--- src/rtl/div_seq_pkg.sv ---
// Shared definitions for the divide-counter sequencer.
// Holds the FSM state encoding, table geometry, the field layout of a
// table entry and a helper that turns a stored repeat count into the
// number of toggles that finishes an entry.
package div_seq_pkg;

    // Number of table entries (power of two) and the matching index width.
    localparam int DEPTH = 8;
    localparam int IDX_W = $clog2(DEPTH);

    // Table entry layout: [15:8] repeat count, [7:0] divide value.
    localparam int ENTRY_W = 16;
    localparam int REP_MSB = 15;
    localparam int REP_LSB = 8;
    localparam int VAL_MSB = 7;
    localparam int VAL_LSB = 0;

    // Sequencer states.
    typedef enum logic [1:0] {
        ST_IDLE = 2'd0,
        ST_LOAD = 2'd1,
        ST_RUN  = 2'd2
    } state_t;

    // A stored repeat count of zero stands for 256 toggles, so the target
    // needs one bit more than the stored field.
    function automatic logic [8:0] rep_target(input logic [7:0] rep);
        logic [8:0] tgt;
        if (rep == 8'd0) begin
            tgt = 9'd256;
        end else begin
            tgt = {1'b0, rep};
        end
        return tgt;
    endfunction

endpackage

--- src/rtl/div_seq_table.sv ---
// Entry table for the divide-counter sequencer.
// DEPTH x WIDTH register file, deliberately without reset: contents are
// undefined until the host writes them.
// Ports:
//   clk    in   system clock
//   we     in   write strobe (synchronous write)
//   waddr  in   write index
//   wdata  in   write data
//   raddr  in   read index (asynchronous read)
//   rdata  out  entry at raddr
module div_seq_table #(
    parameter int DEPTH = 8,
    parameter int WIDTH = 16
) (
    input  logic                     clk,
    input  logic                     we,
    input  logic [$clog2(DEPTH)-1:0] waddr,
    input  logic [WIDTH-1:0]         wdata,
    input  logic [$clog2(DEPTH)-1:0] raddr,
    output logic [WIDTH-1:0]         rdata
);

    logic [WIDTH-1:0] mem_r [DEPTH];

    // Host write port; writes are accepted in every sequencer state.
    always_ff @(posedge clk) begin
        if (we) begin
            mem_r[waddr] <= wdata;
        end
    end

    assign rdata = mem_r[raddr];

endmodule

--- src/rtl/div_sequencer.sv ---
// Controller that steps the ice40 programmable divide/toggle counter
// through a table of (divide value, repeat count) entries.
// While an entry is active its divide value is presented with restart
// held high; toggles of the counter output are counted and, once the
// programmed number is reached, the next entry is loaded. The sequence
// ends after last_idx, or wraps to entry 0 when loop was set at start.
// Ports:
//   clk          in   system clock
//   rst_n        in   asynchronous active-low reset
//   cfg_we       in   table write strobe
//   cfg_addr     in   table write index
//   cfg_data     in   [15:8] repeat count, [7:0] divide value
//   last_idx     in   final entry index, captured on accepted start
//   loop         in   wrap after last_idx, captured on accepted start
//   start        in   request to begin a sequence (ignored while busy)
//   stop         in   request to abort (wins over start)
//   div_out      in   toggle output of the divide counter
//   div_value    out  divide value driven to the counter
//   div_restart  out  restart/run enable driven to the counter
//   busy         out  sequence in progress
//   done         out  one-cycle pulse on natural completion
//   cur_idx      out  entry currently loaded
module div_sequencer #(
    parameter int DEPTH = 8
) (
    input  logic                     clk,
    input  logic                     rst_n,
    input  logic                     cfg_we,
    input  logic [$clog2(DEPTH)-1:0] cfg_addr,
    input  logic [15:0]              cfg_data,
    input  logic [$clog2(DEPTH)-1:0] last_idx,
    input  logic                     loop,
    input  logic                     start,
    input  logic                     stop,
    input  logic                     div_out,
    output logic [7:0]               div_value,
    output logic                     div_restart,
    output logic                     busy,
    output logic                     done,
    output logic [$clog2(DEPTH)-1:0] cur_idx
);

    import div_seq_pkg::*;

    localparam int IW = $clog2(DEPTH);

    // Registered state
    state_t                state_r;
    logic [IW-1:0]         idx_r;
    logic [7:0]            rep_r;
    logic [8:0]            tog_cnt_r;
    logic                  div_out_q_r;
    logic [IW-1:0]         last_idx_r;
    logic                  loop_r;

    // Next-state values
    state_t                state_s;
    logic [IW-1:0]         idx_s;
    logic [7:0]            rep_s;
    logic [8:0]            tog_cnt_s;
    logic [IW-1:0]         last_idx_s;
    logic                  loop_s;
    logic [7:0]            div_value_s;
    logic                  div_restart_s;
    logic                  busy_s;
    logic                  done_s;
    logic [IW-1:0]         cur_idx_s;

    // Helpers
    logic [ENTRY_W-1:0]    entry_s;
    logic                  edge_s;
    logic [8:0]            tog_inc_s;
    logic                  entry_end_s;

    div_seq_table #(
        .DEPTH (DEPTH),
        .WIDTH (ENTRY_W)
    ) u_table (
        .clk   (clk),
        .we    (cfg_we),
        .waddr (cfg_addr),
        .wdata (cfg_data),
        .raddr (idx_r),
        .rdata (entry_s)
    );

    // Any change of the counter output since last cycle is one toggle.
    assign edge_s      = div_out ^ div_out_q_r;
    assign tog_inc_s   = tog_cnt_r + 9'd1;
    assign entry_end_s = (tog_inc_s == rep_target(rep_r));

    // Next-state and next-output decode for the sequencer FSM.
    always_comb begin
        state_s       = state_r;
        idx_s         = idx_r;
        rep_s         = rep_r;
        tog_cnt_s     = tog_cnt_r;
        last_idx_s    = last_idx_r;
        loop_s        = loop_r;
        div_value_s   = div_value;
        div_restart_s = div_restart;
        cur_idx_s     = cur_idx;
        done_s        = 1'b0;

        case (state_r)
            ST_IDLE: begin
                div_restart_s = 1'b0;
                // stop has priority over a simultaneous start.
                if (start && !stop) begin
                    last_idx_s = last_idx;
                    loop_s     = loop;
                    idx_s      = {IW{1'b0}};
                    state_s    = ST_LOAD;
                end else begin
                    state_s = ST_IDLE;
                end
            end

            ST_LOAD: begin
                // The only cycle the table is read; toggles seen here are
                // not counted towards the new entry.
                if (stop) begin
                    div_restart_s = 1'b0;
                    state_s       = ST_IDLE;
                end else begin
                    div_value_s   = entry_s[VAL_MSB:VAL_LSB];
                    rep_s         = entry_s[REP_MSB:REP_LSB];
                    tog_cnt_s     = 9'd0;
                    cur_idx_s     = idx_r;
                    div_restart_s = 1'b1;
                    state_s       = ST_RUN;
                end
            end

            ST_RUN: begin
                if (stop) begin
                    div_restart_s = 1'b0;
                    state_s       = ST_IDLE;
                end else if (edge_s) begin
                    tog_cnt_s = tog_inc_s;
                    if (entry_end_s) begin
                        if (idx_r != last_idx_r) begin
                            idx_s   = idx_r + IW'(1);
                            state_s = ST_LOAD;
                        end else if (loop_r) begin
                            idx_s   = {IW{1'b0}};
                            state_s = ST_LOAD;
                        end else begin
                            div_restart_s = 1'b0;
                            done_s        = 1'b1;
                            state_s       = ST_IDLE;
                        end
                    end else begin
                        state_s = ST_RUN;
                    end
                end else begin
                    state_s = ST_RUN;
                end
            end

            default: begin
                div_restart_s = 1'b0;
                state_s       = ST_IDLE;
            end
        endcase

        // busy is registered from the next state so it tracks LOAD/RUN
        // without a combinational path from the inputs.
        busy_s = (state_s != ST_IDLE);
    end

    // State and output registers.
    always_ff @(posedge clk or negedge rst_n) begin
        if (!rst_n) begin
            state_r     <= ST_IDLE;
            idx_r       <= {IW{1'b0}};
            rep_r       <= 8'd0;
            tog_cnt_r   <= 9'd0;
            div_out_q_r <= 1'b0;
            last_idx_r  <= {IW{1'b0}};
            loop_r      <= 1'b0;
            div_value   <= 8'd0;
            div_restart <= 1'b0;
            busy        <= 1'b0;
            done        <= 1'b0;
            cur_idx     <= {IW{1'b0}};
        end else begin
            state_r     <= state_s;
            idx_r       <= idx_s;
            rep_r       <= rep_s;
            tog_cnt_r   <= tog_cnt_s;
            div_out_q_r <= div_out;
            last_idx_r  <= last_idx_s;
            loop_r      <= loop_s;
            div_value   <= div_value_s;
            div_restart <= div_restart_s;
            busy        <= busy_s;
            done        <= done_s;
            cur_idx     <= cur_idx_s;
        end
    end

endmodule

--- config.mk ---
export PLATFORM = sky130hd
export DESIGN_NAME = div_sequencer
export DESIGN_NICKNAME = d
export VERILOG_FILES = /design/src/rtl/div_seq_pkg.sv /design/src/rtl/div_seq_table.sv /design/src/rtl/div_sequencer.sv
export SDC_FILE = /design/constraint.sdc
export NUM_CORES = 1
export LEC_CHECK = 0
export ABC_CLOCK_PERIOD_IN_PS = 3200
export CORE_ASPECT_RATIO = 0.6
export CORE_MARGIN = 8
export CORE_UTILIZATION = 39
export DETAILED_ROUTE_END_ITERATION = 6
export SKIP_CTS_REPAIR_TIMING = 1
export SYNTH_ARGS = -nofsm -noshare
export SYNTH_HDL_FRONTEND = slang
export SYNTH_HIERARCHICAL = 1
export SYNTH_SLANG_ARGS = --single-unit
export TNS_END_PERCENT = 20
--- constraint.sdc ---
create_clock -name clk -period 3.2 [get_ports clk]
set_input_delay 0.32 -clock clk [delete_from_list [all_inputs] [get_ports clk]]
set_output_delay 0.32 -clock clk [all_outputs]
set_load 0.05 [all_outputs]
==> impl_metrics.csv, run 1 <==
group,metric,value,unit
yosys,ys_ff_latch,169,
route,antenna_left,0,
yosys,ys.flop_type,"edfxtp_1",
route,first_iter_violations,288,
clock_network,clk_pin_slew,70,ps
route,routed_wl,14.3,mm
route,firstDrtPassIters,5,
global_route,grt_pass1_vias,4017,
clock_network,insertion_delay,410,ps
yosys,synth_edf_count,128,
route,wl_per_cell,19.4,um
yosys,ys.warnings.count,6,
finish,syn2layout_area_growth,18.4,%
floorplan,core,17800,um^2
yosys,synth_nets,459,
timing,slew_headroom,34.0,%
timing,finClkSkew,14.5,ps
power,p_leak,2.99,nW
power,finalPower,0.00497,W
global_route,grt_overflow,0,
yosys,ys_types,46,
finish,insertedDiodeCount,0,
yosys,yosysTopAreaCellShare,54.8,%
status,status,"completed",
floorplan,num_rows,38,
power,max-vdd-ir-drop,0.301,mV
place,gp_congestion,0.827,
finish,fin_cells,736,
yosys,avgSynthCellArea,16.4,um^2
worst_setup_path,worst-path-max-fanout,7,
timing,slew_viol_final,0,
clock_network,htreeDepth,4,
timing,fin_crit_sh,83.9,%
worst_setup_path,worst_setup_path_end_kind,"flop",
finish,final_layout_size_suffix_gt1_share,15.7,%
worst_setup_path,slowest_stage,"or4_4",
timing,period_needed,2680,ps
worst_setup_path,worst-setup-path-type,"flop to flop",
run,cap_viol_max_count,0,
clock_network,cts_tree,"built",
floorplan,start_util,39.3,%
yosys,synth_largest_area_cell,"edfxtp_1",
worst_setup_path,critical_path_buf_inv_count,0,
worst_setup_path,crit_chain,"ha_1 > o21ba_2 > a221oi_1 > o211ai_1 > a31o_1 > or4_4 > and2_4 > a21o_1",
worst_setup_path,startpoint_type,"flop",
yosys,synth_area_leaders,"edfxtp_1 55%, dfrtp_1 15%, mux4_1 10%, nand2_1 4.4%, mux2_2 2.7%",
yosys,post-synth-top-count-cell,"edfxtp_1",
floorplan,die_y,120,um
timing,hold_viol,0,
worst_setup_path,cp_top_family,"compound AO/OA/AOI/OAI gates",
clock_network,cts-buffers-inserted,17,
route,vias,3709,
global_route,grtUsageTotal,13.1,%
yosys,async_reset_ff_share,24.3,%
worst_setup_path,slowest_delay,580,ps
timing,tightestPinTransition,989,ps
place,place_hpwl,8.70,mm
yosys,ys_seq_area_share,69.4,%
clock_network,clk_path_buf_depth,2,
global_route,grt_antenna_before_repair,0,
floorplan,die_x,189,um
worst_setup_path,critPathArrivalTime,2980,ps
route,via_per_inst,5.04,
worst_setup_path,cp.required,3500,ps
clock_network,cts-root-buf,"clkbuf_16",
global_route,grt_max_degree,42,
clock_network,cts.sinks,169,
route,drc,0,
finish,nFillCells,1526,
min_path,hold_path_class,"input port to asynchronous set/reset pin",
timing,max_clock_freq,0.373,GHz
timing,setup_viol,0,
global_route,grt_pass1_wl,22.5,mm
floorplan,io_pins,43,
timing,rsz0062_at_grt,"no",
yosys,synth_common_cells,"128 x edfxtp_1, 82 x nand2_1, 41 x dfrtp_1",
floorplan,dieArea,22700,um^2
yosys,synth_area,7010,um^2
place,numPortBuffers,42,
power,pwr_density_cell,598,nW/um^2
timing,fin_setup_tns,0,ps
place,dp_cells,704,
finish,nNetsFinal,514,
yosys,synthCells,428,
==> power breakdown <==
group	internal, W	leakage [nW]	switching [W]
clock network	0.00109	0.262	0.000837
registers	0.00249	1.70	0.0000863
logic	0.000181	1.03	0.000285
total	0.00376	2.99	0.00121
==> state kept, by name, summed over array words and instances (netlist names), 2 cells and up <==
signal,flops
last_idx_r,3
state_r,2
tog_cnt_r,9
idx_r,3
cur_idx,3
u_table/mem_r,128
rep_r,8
div_value,8
==> layer usage <==
layer  vias up  wire length [um]  global-route usage [%]
li1       1741                 -                       -
met1      1881              6720                    18.4
met2        76              6620                    19.8
met3        11               820                    3.71
met4         0                99                    3.02
met5         -                 0                       0
==> per-stage QoR <==
step / setup WS, ps / hold slack, ps / area [um^2] / utilization [%]
4_1_cts: 510 / 97.8 / 8300 / 46.6
3_5_place_dp: 525 / 463 / 7740 / 43.4
5_1_grt: 280 / 131 / 8300 / 46.6
2_1_floorplan: 614 / 24.4 / 7010 / -
3_3_place_gp: 560 / 454 / 7740 / 43.4
6_report: 516 / 67.0 / 8300 / 46.6
==> final timing paths <==
check                              from          end  slack [ps]  cells past startpoint
max                        tog_cnt_r[0]     idx_r[2]         520                      8
min                               rst_n     rep_r[6]          70                      1
max reg2reg                tog_cnt_r[0]     idx_r[2]         520                      8
min reg2reg                      loop_r       loop_r         480                      2
max in group asynchronous         rst_n     idx_r[0]        2440                      1
min in group clk                div_out  div_out_q_r         400                      1
==> cell families after synthesis <==
logic type | synth area share (%)
multiplexers | 14.8
AND/OR/NAND/NOR | 8.99
adder cells (fa/ha/maj) | 0.357
XOR/XNOR | 2.00
buffers and inverters | 1.85
flip-flops | 69.4
AO/OA/AOI/OAI | 2.59
==> layout by cell type (no fill, tap or decap), types with 9 or more instances in the layout <==
master,synthesis,final
o21ai_0,12,12
edfxtp_1,128,128
dfrtp_1,41,40
mux4_1,28,28
clkbuf_16,0,18
nand2_1,82,82
xor2_1,9,9
buf_4,1,12
clkdlybuf4s50_1,0,41
mux2_2,17,17
nor2_1,17,17
==> layout make-up <==
class	count	area, um^2	area share (%)
inverter	4	15.0	0.181
clock inverter	12	90.1	1.08
multi-input combinational	236	2020	24.4
tap	240	300	3.62
sequential	169	4870	58.7
clock buffer	20	478	5.76
timing repair buffer	55	526	6.33
Note: power is estimated with default switching activity, not from simulation.
==> run 2, diff against run 1 <==
--- a/config.mk
+++ b/config.mk
@@ -5,7 +5,7 @@
 export SDC_FILE = /design/constraint.sdc
 export NUM_CORES = 1
 export LEC_CHECK = 0
-export ABC_CLOCK_PERIOD_IN_PS = 3200
+export ABC_CLOCK_PERIOD_IN_PS = 2700
 export CORE_ASPECT_RATIO = 0.6
 export CORE_MARGIN = 8
 export CORE_UTILIZATION = 39
==> constraint.sdc (replaced) <==
create_clock -name clk -period 2.7 [get_ports clk]
set_input_delay 0.27 -clock clk [delete_from_list [all_inputs] [get_ports clk]]
set_output_delay 0.27 -clock clk [all_outputs]
set_load 0.05 [all_outputs]
==> impl_metrics.csv, run 2 (synthesized netlist as in run 1, its figures left out) <==
group,metric,value,unit
place,dpl_cell_area,7770,um^2
power,combPwrFrac,9.7,%
global_route,grt_pass1_vias,3909,
clock_network,cts-root-buf,"clkbuf_16",
worst_setup_path,startpoint,"tog_cnt_r[0]",
timing,hold_viol,0,
floorplan,start_util,39.3,%
timing,tightestPinTransition,822,ps
finish,insertedDiodeCount,0,
finish,reg_top3,"u_table/mem_r (128), tog_cnt_r (9)",
finish,nNetsFinal,519,
clock_network,insertion_delay,410,ps
place,place_hpwl,8.94,mm
timing,fin_crit_sh,94.8,%
clock_network,cts.sinks,169,
floorplan,die_y,120,um
worst_setup_path,r2r-start,"tog_cnt_r[0]",
finish,fin_cells,741,
finish,final_layout_size_suffix_gt1_share,16.2,%
clock_network,clk_path_buf_depth,2,
power,p_sw_share,24.3,%
place,dp_cells,708,
power,switchingPower,0.00143,W
place,numPortBuffers,42,
timing,max_clock_freq,0.391,GHz
timing,setup_viol,0,
clock_network,htreeDepth,4,
power,max-vdd-ir-drop,0.430,mV
finish,final_cell_mix,"128 x edfxtp_1, 82 x nand2_1, 41 x clkdlybuf4s50_1",
timing,finClkSkew,14.4,ps
floorplan,dieArea,22700,um^2
route,via_per_inst,5.06,
global_route,grt_antenna_before_repair,0,
min_path,hp-start,"div_out",
timing,slew_headroom,44.4,%
route,antenna_left,0,
status,status,"completed",
place,gp_congestion,0.808,
worst_setup_path,cp.required,3000,ps
global_route,grt_overflow,0,
floorplan,io_pins,43,
finish,syn2layout_area_growth,18.8,%
timing,fin_setup_tns,0,ps
worst_setup_path,worst-setup-path-type,"flop to flop",
route,wl_per_cell,18.8,um
timing,hold_ws,367,ps
power,power_frac_seq,51.7,%
finish,largest_reg_flops,128,
route,vias,3750,
floorplan,die_x,189,um
power,power.internal,0.00446,W
timing,rsz0062_at_grt,"no",
floorplan,num_rows,38,
clock_network,cts-buffers-inserted,17,
route,drc,0,
finish,layout.cells.most_common,"edfxtp_1",
finish,final_area,8330,um^2
worst_setup_path,worst_setup_path_end_kind,"flop",
floorplan,core,17800,um^2
power,p_leak,3.01,nW
clock_network,cts_tree,"built",
global_route,grt_pass1_wl,22.2,mm
min_path,hold_path_class,"input port to flop",
power,pwr_density_cell,707,nW/um^2
timing,period_needed,2560,ps
finish,regMostFlops,"u_table/mem_r",
timing,slew_viol_final,0,
worst_setup_path,critPathArrivalTime,2860,ps
route,first_iter_violations,249,
global_route,grt_max_degree,37,
worst_setup_path,startpoint_type,"flop",
global_route,grtUsageTotal,12.8,%
clock_network,clk_pin_slew,70,ps
worst_setup_path,worst-path-max-fanout,7,
finish,final_util,46.7,%
run,cap_viol_max_count,0,
route,firstDrtPassIters,5,
power,clockPowerShare,38.6,%
route,routed_wl,14.0,mm
==> run 2: cell count changes in the layout (fill, tap and decap cells not counted), moves of 2 or more <==
cell	previous run	this run
clkbuf_1	0	3
clkbuf_8	2	0
clkinvlp_4	6	4
buf_4	12	16
==> run 2: area by class of cell <==
type	instances	area, um^2
clock inverter	12	118
multi-input combinational	236	2030
sequential	169	4870
timing repair buffer	60	566
clock buffer	20	437
tap	240	300
inverter	4	15.0
fill	1530	9500
==> run 2: metal layers <==
metal	GRT usage [%]	wire length, um
met1	18.5	6840
met2	19.3	6260
met3	2.90	823
met4	3.55	36
met5	0	0
==> run 2: per-stage QoR <==
step | total power, W | setup slack [ps]
2_1_floorplan | 0.00342 | 114
3_3_place_gp | 0.00366 | 114
3_5_place_dp | 0.00368 | 76.9
4_1_cts | 0.00596 | 61.4
5_1_grt | 0.00613 | 42.7
6_report | 0.00590 | 141
==> run 2: final timing paths <==
| check | end | slack, ps | cells after the start |
|---|---|---|---|
| max | idx_r[0] | 140 | 8 |
| min reg2reg | loop_r | 470 | 2 |
| min | div_out_q_r | 370 | 1 |
| max in group asynchronous | tog_cnt_r[2] | 1610 | 3 |
| max reg2reg | idx_r[0] | 140 | 8 |
| min in group asynchronous | rep_r[4] | 430 | 2 |
==> run 2: power groups by stage <==
| stage | combinational, W | clock, W | sequential, W |
|---|---|---|---|
| floorplan | 0.000233 | 0 | 0.00319 |
| detailed placement | 0.000575 | 0 | 0.00310 |
| finish | 0.000571 | 0.00228 | 0.00305 |
| CTS | 0.000578 | 0.00233 | 0.00305 |
| global placement | 0.000563 | 0 | 0.00309 |
| global route | 0.000627 | 0.00244 | 0.00307 |
==> run 2: critical path, stage by stage, from the launching register on <==
cell	delay, ps
dfrtp_1	400
ha_2	240
o21ba_2	220
a221oi_1	280
o211ai_1	160
a31o_1	230
or4_4	580
and2_4	190
a21o_1	160
